`config.mk`:
```
export PLATFORM = sky130hd
export DESIGN_NAME = video_pattern_gen
export DESIGN_NICKNAME = d
export VERILOG_FILES = /design/src/rtl/video_pattern_gen.sv
export SDC_FILE = /design/constraint.sdc
export NUM_CORES = 1
export LEC_CHECK = 0
export CAP_MARGIN = 15
export CORE_MARGIN = 5
export CORE_UTILIZATION = 50
export DETAILED_ROUTE_END_ITERATION = 10
export PLACE_DENSITY = 0.69
export SLEW_MARGIN = 40
export SYNTH_ARGS = -nofsm -noshare
export SYNTH_HDL_FRONTEND = slang
export SYNTH_SLANG_ARGS = --single-unit
```
`constraint.sdc`:
```
create_clock -name i_Clk -period 4 [get_ports i_Clk]
set_clock_uncertainty 0.2 [all_clocks]
set_input_delay 0.4 -clock i_Clk [delete_from_list [all_inputs] [get_ports i_Clk]]
set_output_delay 0.4 -clock i_Clk [all_outputs]
set_load 0.01 [all_outputs]
```
`src/rtl/video_pattern_gen.sv`:
```
// Self-timed raster generator with nine selectable test patterns.
// Optional TPG_ANIMATION_EN macro builds the bouncing box used by pattern 8.
module video_pattern_gen #(
  parameter int unsigned VIDEO_WIDTH      = 4,
  parameter int unsigned ACTIVE_COLS      = 640,
  parameter int unsigned ACTIVE_ROWS      = 480,
  parameter int unsigned FRONT_PORCH_HORZ = 16,
  parameter int unsigned SYNC_HORZ        = 96,
  parameter int unsigned BACK_PORCH_HORZ  = 48,
  parameter int unsigned FRONT_PORCH_VERT = 10,
  parameter int unsigned SYNC_VERT        = 2,
  parameter int unsigned BACK_PORCH_VERT  = 33,
  parameter logic        SYNC_POL         = 1'b0,
  parameter int unsigned COUNT_WIDTH      = 11,
  parameter int unsigned RAMP_SHIFT       = 5,
  parameter int unsigned BOX_SIZE         = 32
) (
  input  logic                   i_Clk,
  input  logic                   i_Rst,
  input  logic [3:0]             i_Pattern,
  output logic                   o_HSync,
  output logic                   o_VSync,
  output logic                   o_HBlank,
  output logic                   o_VBlank,
  output logic                   o_Active,
  output logic                   o_Frame_Start,
  output logic [VIDEO_WIDTH-1:0] o_Red_Video,
  output logic [VIDEO_WIDTH-1:0] o_Grn_Video,
  output logic [VIDEO_WIDTH-1:0] o_Blu_Video,
  output logic [3:0]             o_Pattern
);

  localparam int unsigned TOTAL_COLS = ACTIVE_COLS + FRONT_PORCH_HORZ + SYNC_HORZ + BACK_PORCH_HORZ;
  localparam int unsigned TOTAL_ROWS = ACTIVE_ROWS + FRONT_PORCH_VERT + SYNC_VERT + BACK_PORCH_VERT;
  localparam int unsigned HS_START   = ACTIVE_COLS + FRONT_PORCH_HORZ;
  localparam int unsigned HS_END     = HS_START + SYNC_HORZ;
  localparam int unsigned VS_START   = ACTIVE_ROWS + FRONT_PORCH_VERT;
  localparam int unsigned VS_END     = VS_START + SYNC_VERT;
  localparam int unsigned BAR_W      = ACTIVE_COLS / 8;

  logic [COUNT_WIDTH-1:0] col, row;
  logic                   col_last_c, row_last_c, frame_start_c;
  logic                   hblank_c, vblank_c, active_c, hsync_c, vsync_c, border_c;
  logic [3:0]             pattern_reg, cur_pat_c;
  logic [2:0]             bar_c;
  logic [VIDEO_WIDTH-1:0] ramp_c, red_c, grn_c, blu_c;
  logic [VIDEO_WIDTH-1:0] all_f;

  assign all_f         = {VIDEO_WIDTH{1'b1}};
  assign col_last_c    = (col == COUNT_WIDTH'(TOTAL_COLS - 1));
  assign row_last_c    = (row == COUNT_WIDTH'(TOTAL_ROWS - 1));
  assign frame_start_c = (col == '0) && (row == '0);

  // Free-running raster counters
  always_ff @(posedge i_Clk) begin
    if (i_Rst) begin
      col <= '0;
      row <= '0;
    end else if (col_last_c) begin
      col <= '0;
      row <= row_last_c ? '0 : row + COUNT_WIDTH'(1);
    end else begin
      col <= col + COUNT_WIDTH'(1);
    end
  end

  // Pattern request is taken only at pixel (0,0); that pixel already uses it
  always_ff @(posedge i_Clk) begin
    if (i_Rst)              pattern_reg <= '0;
    else if (frame_start_c) pattern_reg <= i_Pattern;
  end
  assign cur_pat_c = frame_start_c ? i_Pattern : pattern_reg;

`ifdef TPG_ANIMATION_EN
  localparam int unsigned BOX_X_MAX = ACTIVE_COLS - BOX_SIZE;
  localparam int unsigned BOX_Y_MAX = ACTIVE_ROWS - BOX_SIZE;

  logic [COUNT_WIDTH-1:0] box_x, box_y;
  logic                   dir_x, dir_y, in_box_c;

  // Box steps on the frame wrap so the new position is live from pixel (0,0)
  always_ff @(posedge i_Clk) begin
    if (i_Rst) begin
      box_x <= '0;
      box_y <= '0;
      dir_x <= 1'b1;
      dir_y <= 1'b1;
    end else if (col_last_c && row_last_c) begin
      if (dir_x) begin
        box_x <= box_x + COUNT_WIDTH'(1);
        if (box_x == COUNT_WIDTH'(BOX_X_MAX - 1)) dir_x <= 1'b0;
      end else begin
        box_x <= box_x - COUNT_WIDTH'(1);
        if (box_x == COUNT_WIDTH'(1)) dir_x <= 1'b1;
      end
      if (dir_y) begin
        box_y <= box_y + COUNT_WIDTH'(1);
        if (box_y == COUNT_WIDTH'(BOX_Y_MAX - 1)) dir_y <= 1'b0;
      end else begin
        box_y <= box_y - COUNT_WIDTH'(1);
        if (box_y == COUNT_WIDTH'(1)) dir_y <= 1'b1;
      end
    end
  end

  assign in_box_c = (col >= box_x) && (col < box_x + COUNT_WIDTH'(BOX_SIZE)) &&
                    (row >= box_y) && (row < box_y + COUNT_WIDTH'(BOX_SIZE));
`endif

  assign hblank_c = (col >= COUNT_WIDTH'(ACTIVE_COLS));
  assign vblank_c = (row >= COUNT_WIDTH'(ACTIVE_ROWS));
  assign active_c = !hblank_c && !vblank_c;
  assign hsync_c  = (col >= COUNT_WIDTH'(HS_START)) && (col < COUNT_WIDTH'(HS_END));
  assign vsync_c  = (row >= COUNT_WIDTH'(VS_START)) && (row < COUNT_WIDTH'(VS_END));
  assign border_c = (col < COUNT_WIDTH'(2)) || (col >= COUNT_WIDTH'(ACTIVE_COLS - 2)) ||
                    (row < COUNT_WIDTH'(2)) || (row >= COUNT_WIDTH'(ACTIVE_ROWS - 2));
  // Columns past the eighth full bar fold into the white bar
  assign bar_c    = (col >= COUNT_WIDTH'(7 * BAR_W)) ? 3'd7 : 3'(col / COUNT_WIDTH'(BAR_W));
  assign ramp_c   = VIDEO_WIDTH'(col >> RAMP_SHIFT);

  // Pattern renderer
  always_comb begin
    red_c = '0;
    grn_c = '0;
    blu_c = '0;
    if (active_c) begin
      case (cur_pat_c)
        4'd1: red_c = all_f;
        4'd2: grn_c = all_f;
        4'd3: blu_c = all_f;
        4'd4: if (col[5] ^ row[5]) begin
          red_c = all_f;
          grn_c = all_f;
          blu_c = all_f;
        end
        4'd5: begin
          red_c = bar_c[2] ? all_f : '0;
          grn_c = bar_c[1] ? all_f : '0;
          blu_c = bar_c[0] ? all_f : '0;
        end
        4'd6: if (border_c) begin
          red_c = all_f;
          grn_c = all_f;
          blu_c = all_f;
        end
        4'd7: begin
          red_c = ramp_c;
          grn_c = ramp_c;
          blu_c = ramp_c;
        end
`ifdef TPG_ANIMATION_EN
        4'd8: if (in_box_c) begin
          red_c = all_f;
          grn_c = all_f;
          blu_c = all_f;
        end
`endif
        default: ;
      endcase
    end
  end

  // Single aligned output stage
  always_ff @(posedge i_Clk) begin
    if (i_Rst) begin
      o_HSync       <= ~SYNC_POL;
      o_VSync       <= ~SYNC_POL;
      o_HBlank      <= 1'b1;
      o_VBlank      <= 1'b1;
      o_Active      <= 1'b0;
      o_Frame_Start <= 1'b0;
      o_Red_Video   <= '0;
      o_Grn_Video   <= '0;
      o_Blu_Video   <= '0;
      o_Pattern     <= '0;
    end else begin
      o_HSync       <= hsync_c ? SYNC_POL : ~SYNC_POL;
      o_VSync       <= vsync_c ? SYNC_POL : ~SYNC_POL;
      o_HBlank      <= hblank_c;
      o_VBlank      <= vblank_c;
      o_Active      <= active_c;
      o_Frame_Start <= frame_start_c;
      o_Red_Video   <= red_c;
      o_Grn_Video   <= grn_c;
      o_Blu_Video   <= blu_c;
      o_Pattern     <= cur_pat_c;
    end
  end

endmodule

```
==> impl_metrics.toml <==
[run_status]
status = "completed"

[timing]
setup_viol = 0
hold_viol_final = 0
post-route-period-util = 0.628
fmax_ghz = 0.398
hold_ws_ns = 0.273
worst_pin_slew_ns = 0.620
relSlewSlack = 0.576
tns_ns = 0
slew_viol_final = 0
rsz0062_at_grt = "no"
period_needed_ns = 2.51

[logic_synthesis]
yosysMostFrequentCell = "dfxtp_1"
synth_area_sq_um = 2470
ys_async_sr_fraction = 0
ys_types = 53
synth-simple-area-share = 0.299
ys_ff_latch = 44
synthAdderAreaFrac = 0.0202
yosysTopAreaCellShare = 0.356
syn_avg_cell_area_sq_um = 7.96
ys_seq_area_frac = 0.356
synth_top_family_by_area = "simple AND/OR/NAND/NOR gates"
synthXorXnorAreaFrac = 0.0708
ys_top_cells_by_count = "44 x dfxtp_1, 40 x nor2_1, 29 x nand2_1"
synth-edff-count = 0
synth_mux_area_frac = 0.00809
synthTopCellsByArea = "dfxtp_1 36%, nor2_1 6.1%, xnor2_1 6.0%"
synth.largest_area_cell = "dfxtp_1"
synth_warnings = 0
synth_top_flop_cell = "dfxtp_1"
synth.net_count = 321
synth-compound-area-share = 0.189
synth_cells = 311

[worst_setup_path]
reg2regPathDepth = 6
cp_slowest_cell = "dfxtp_1"
critPathMaxStageDelay_ns = 0.73
r2r-start = "col[7]"
cp_top_family = "compound AO/OA/AOI/OAI gates"
r2r-end = "o_Blu_Video[2]"
critPathLaunch = "col[7]"
path_class = "register to register"
startpoint_type = "register"
required_ns = 3.97
end_kind = "register"
cp.arrival_ns = 2.48
cp_cell_sequence = "inv_1 > a2111o_1 > a311o_1 > nand3_1 > a32o_1 > a21oi_1"
rrSetupSlack_ns = 1.49
cp_num_cells = 6
critPathBufInv = 1
critPathCapture = "o_Blu_Video[2]"
cp_max_fo = 18

[clock_tree]
clkSinkCount = 44
cts_setup_buffers = 0
cts_resized = 0
cts_tree = "yes"
cts_buffers = 5
clk_path_buf_depth = 2
cts_hold_buf = 0
path_clk_slew_ns = 0.08
htree_num_levels = 2
cts_root_buffer = "clkbuf_8"
clock_latency_ns = 0.30

[finish]
nets = 337
num_antenna_cells = 0
areaGrowthSynthToFinish_pct = 15.0
drive_gt1_frac = 0.0701
final_cells = 395

[global_route]
grt_pass1_vias = 2022
grt_first_pass_wirelength_um = 9470
grt.overflow.total = 0
track_usage = 0.183
met1_usage = 0.258
busiest_layer = "met2"
grtUsageMet3 = 0.0392
met2_usage = 0.280
grt_start_max_net_pins = 20
antenna_found_initial = 0

[drt]
routedWlPerCell_um = 13.7
drt_pass1_iterations = 6
drtAntennaViolNets = 0
drt_iter0_drc = 154
routed_wl_um = 5400
viasPerCell = 5.67
drc = 0
via_count = 2240

[placement]
gp_congestion = 0.930
placement.io_buffers = 27
hpwlAfterDp_um = 4010
dpl.cell_count = 387

[die]
dieArea_sq_um = 6460
num_rows = 25
coreArea_sq_um = 4750
start_util = 0.521
dieHeight_um = 80.4
die_w_um = 80.4
io_pins = 28

[power]
finalPower_mw = 0.895
power.leakage_nw = 1.00
ir_worst_vdd_v = 0.000200
powerDensity_nw_per_um2 = 314

[worst_hold_path]
hold_path.startpoint = "col[0]"
hold_class = "register to register"

[job]
max_cap_violations = 0
-- final cells by class --
type                       count  area [sq um]
clock buffer                   6          72.6
clock inverter                 2          35.0
fill                         439          1910
inverter                      13          48.8
multi-input combinational    236          1450
sequential                    44           881
tap                           67          83.8
timing repair buffer          27           270
-- cell usage in the layout (no fill, tap or decap), types with 5 or more instances in the layout --
cell and n:
a21oi_1 22, and3_1 7, clkbuf_8 5, clkdlybuf4s50_1 27, dfxtp_1 44, inv_1 13, nand2_1 29, nand2b_1 5
nand3_1 19, nand4_1 6, nor2_1 40, nor3_1 6, o21ai_0 14, xnor2_1 17
-- through the flow --
step           setup slack, ns  cell area [sq um]   util
6_report                  1.49               2850  0.598
3_3_place_gp              1.50               2740  0.576
4_1_cts                   1.50               2850  0.598
3_5_place_dp              1.52               2740  0.576
2_1_floorplan             1.92               2470      -
5_1_grt                   1.25               2850  0.598
-- registers in the layout, summed over array words and instances (netlist names) --
name	flops
o_Pattern	4
o_Blu_Video	4
o_VSync	1
o_Active	1
row	11
o_VBlank	1
o_Red_Video	4
col	11
o_HBlank	1
o_HSync	1
o_Frame_Start	1
o_Grn_Video	4
-- report_power, final --
part / switching, mW / internal (mW)
registers: 0.00908 / 0.449
logic: 0.0621 / 0.0446
clock network: 0.144 / 0.185
-- how the worst min path moves through the flow --
stage                   to  slack (ns)  depth (start not counted)
finish              col[0]        0.27                          1
global route        col[0]        0.32                          1
CTS                 col[0]        0.28                          1
detailed placement  col[0]        0.26                          1
global placement    col[0]        0.25                          1
floorplan           col[0]        0.23                          1
-- routing by layer --
layer  part of all wire  vias to the layer above
met5                  0                        -
met4              0.011                        0
met3              0.056                        6
met2               0.45                       65
met1               0.48                     1044
li1                   -                     1125
-- logic make-up (layout without fill, tap and decap cells) --
group / count (synthesis) / count (layout)
compound gates: 69 / 69
xor+xnor: 20 / 20
fa+ha+maj: 4 / 4
buf+inv: 31 / 48
flops: 44 / 44
mux: 2 / 2
simple gates: 141 / 141
Note: power is estimated with default switching activity, not from simulation.
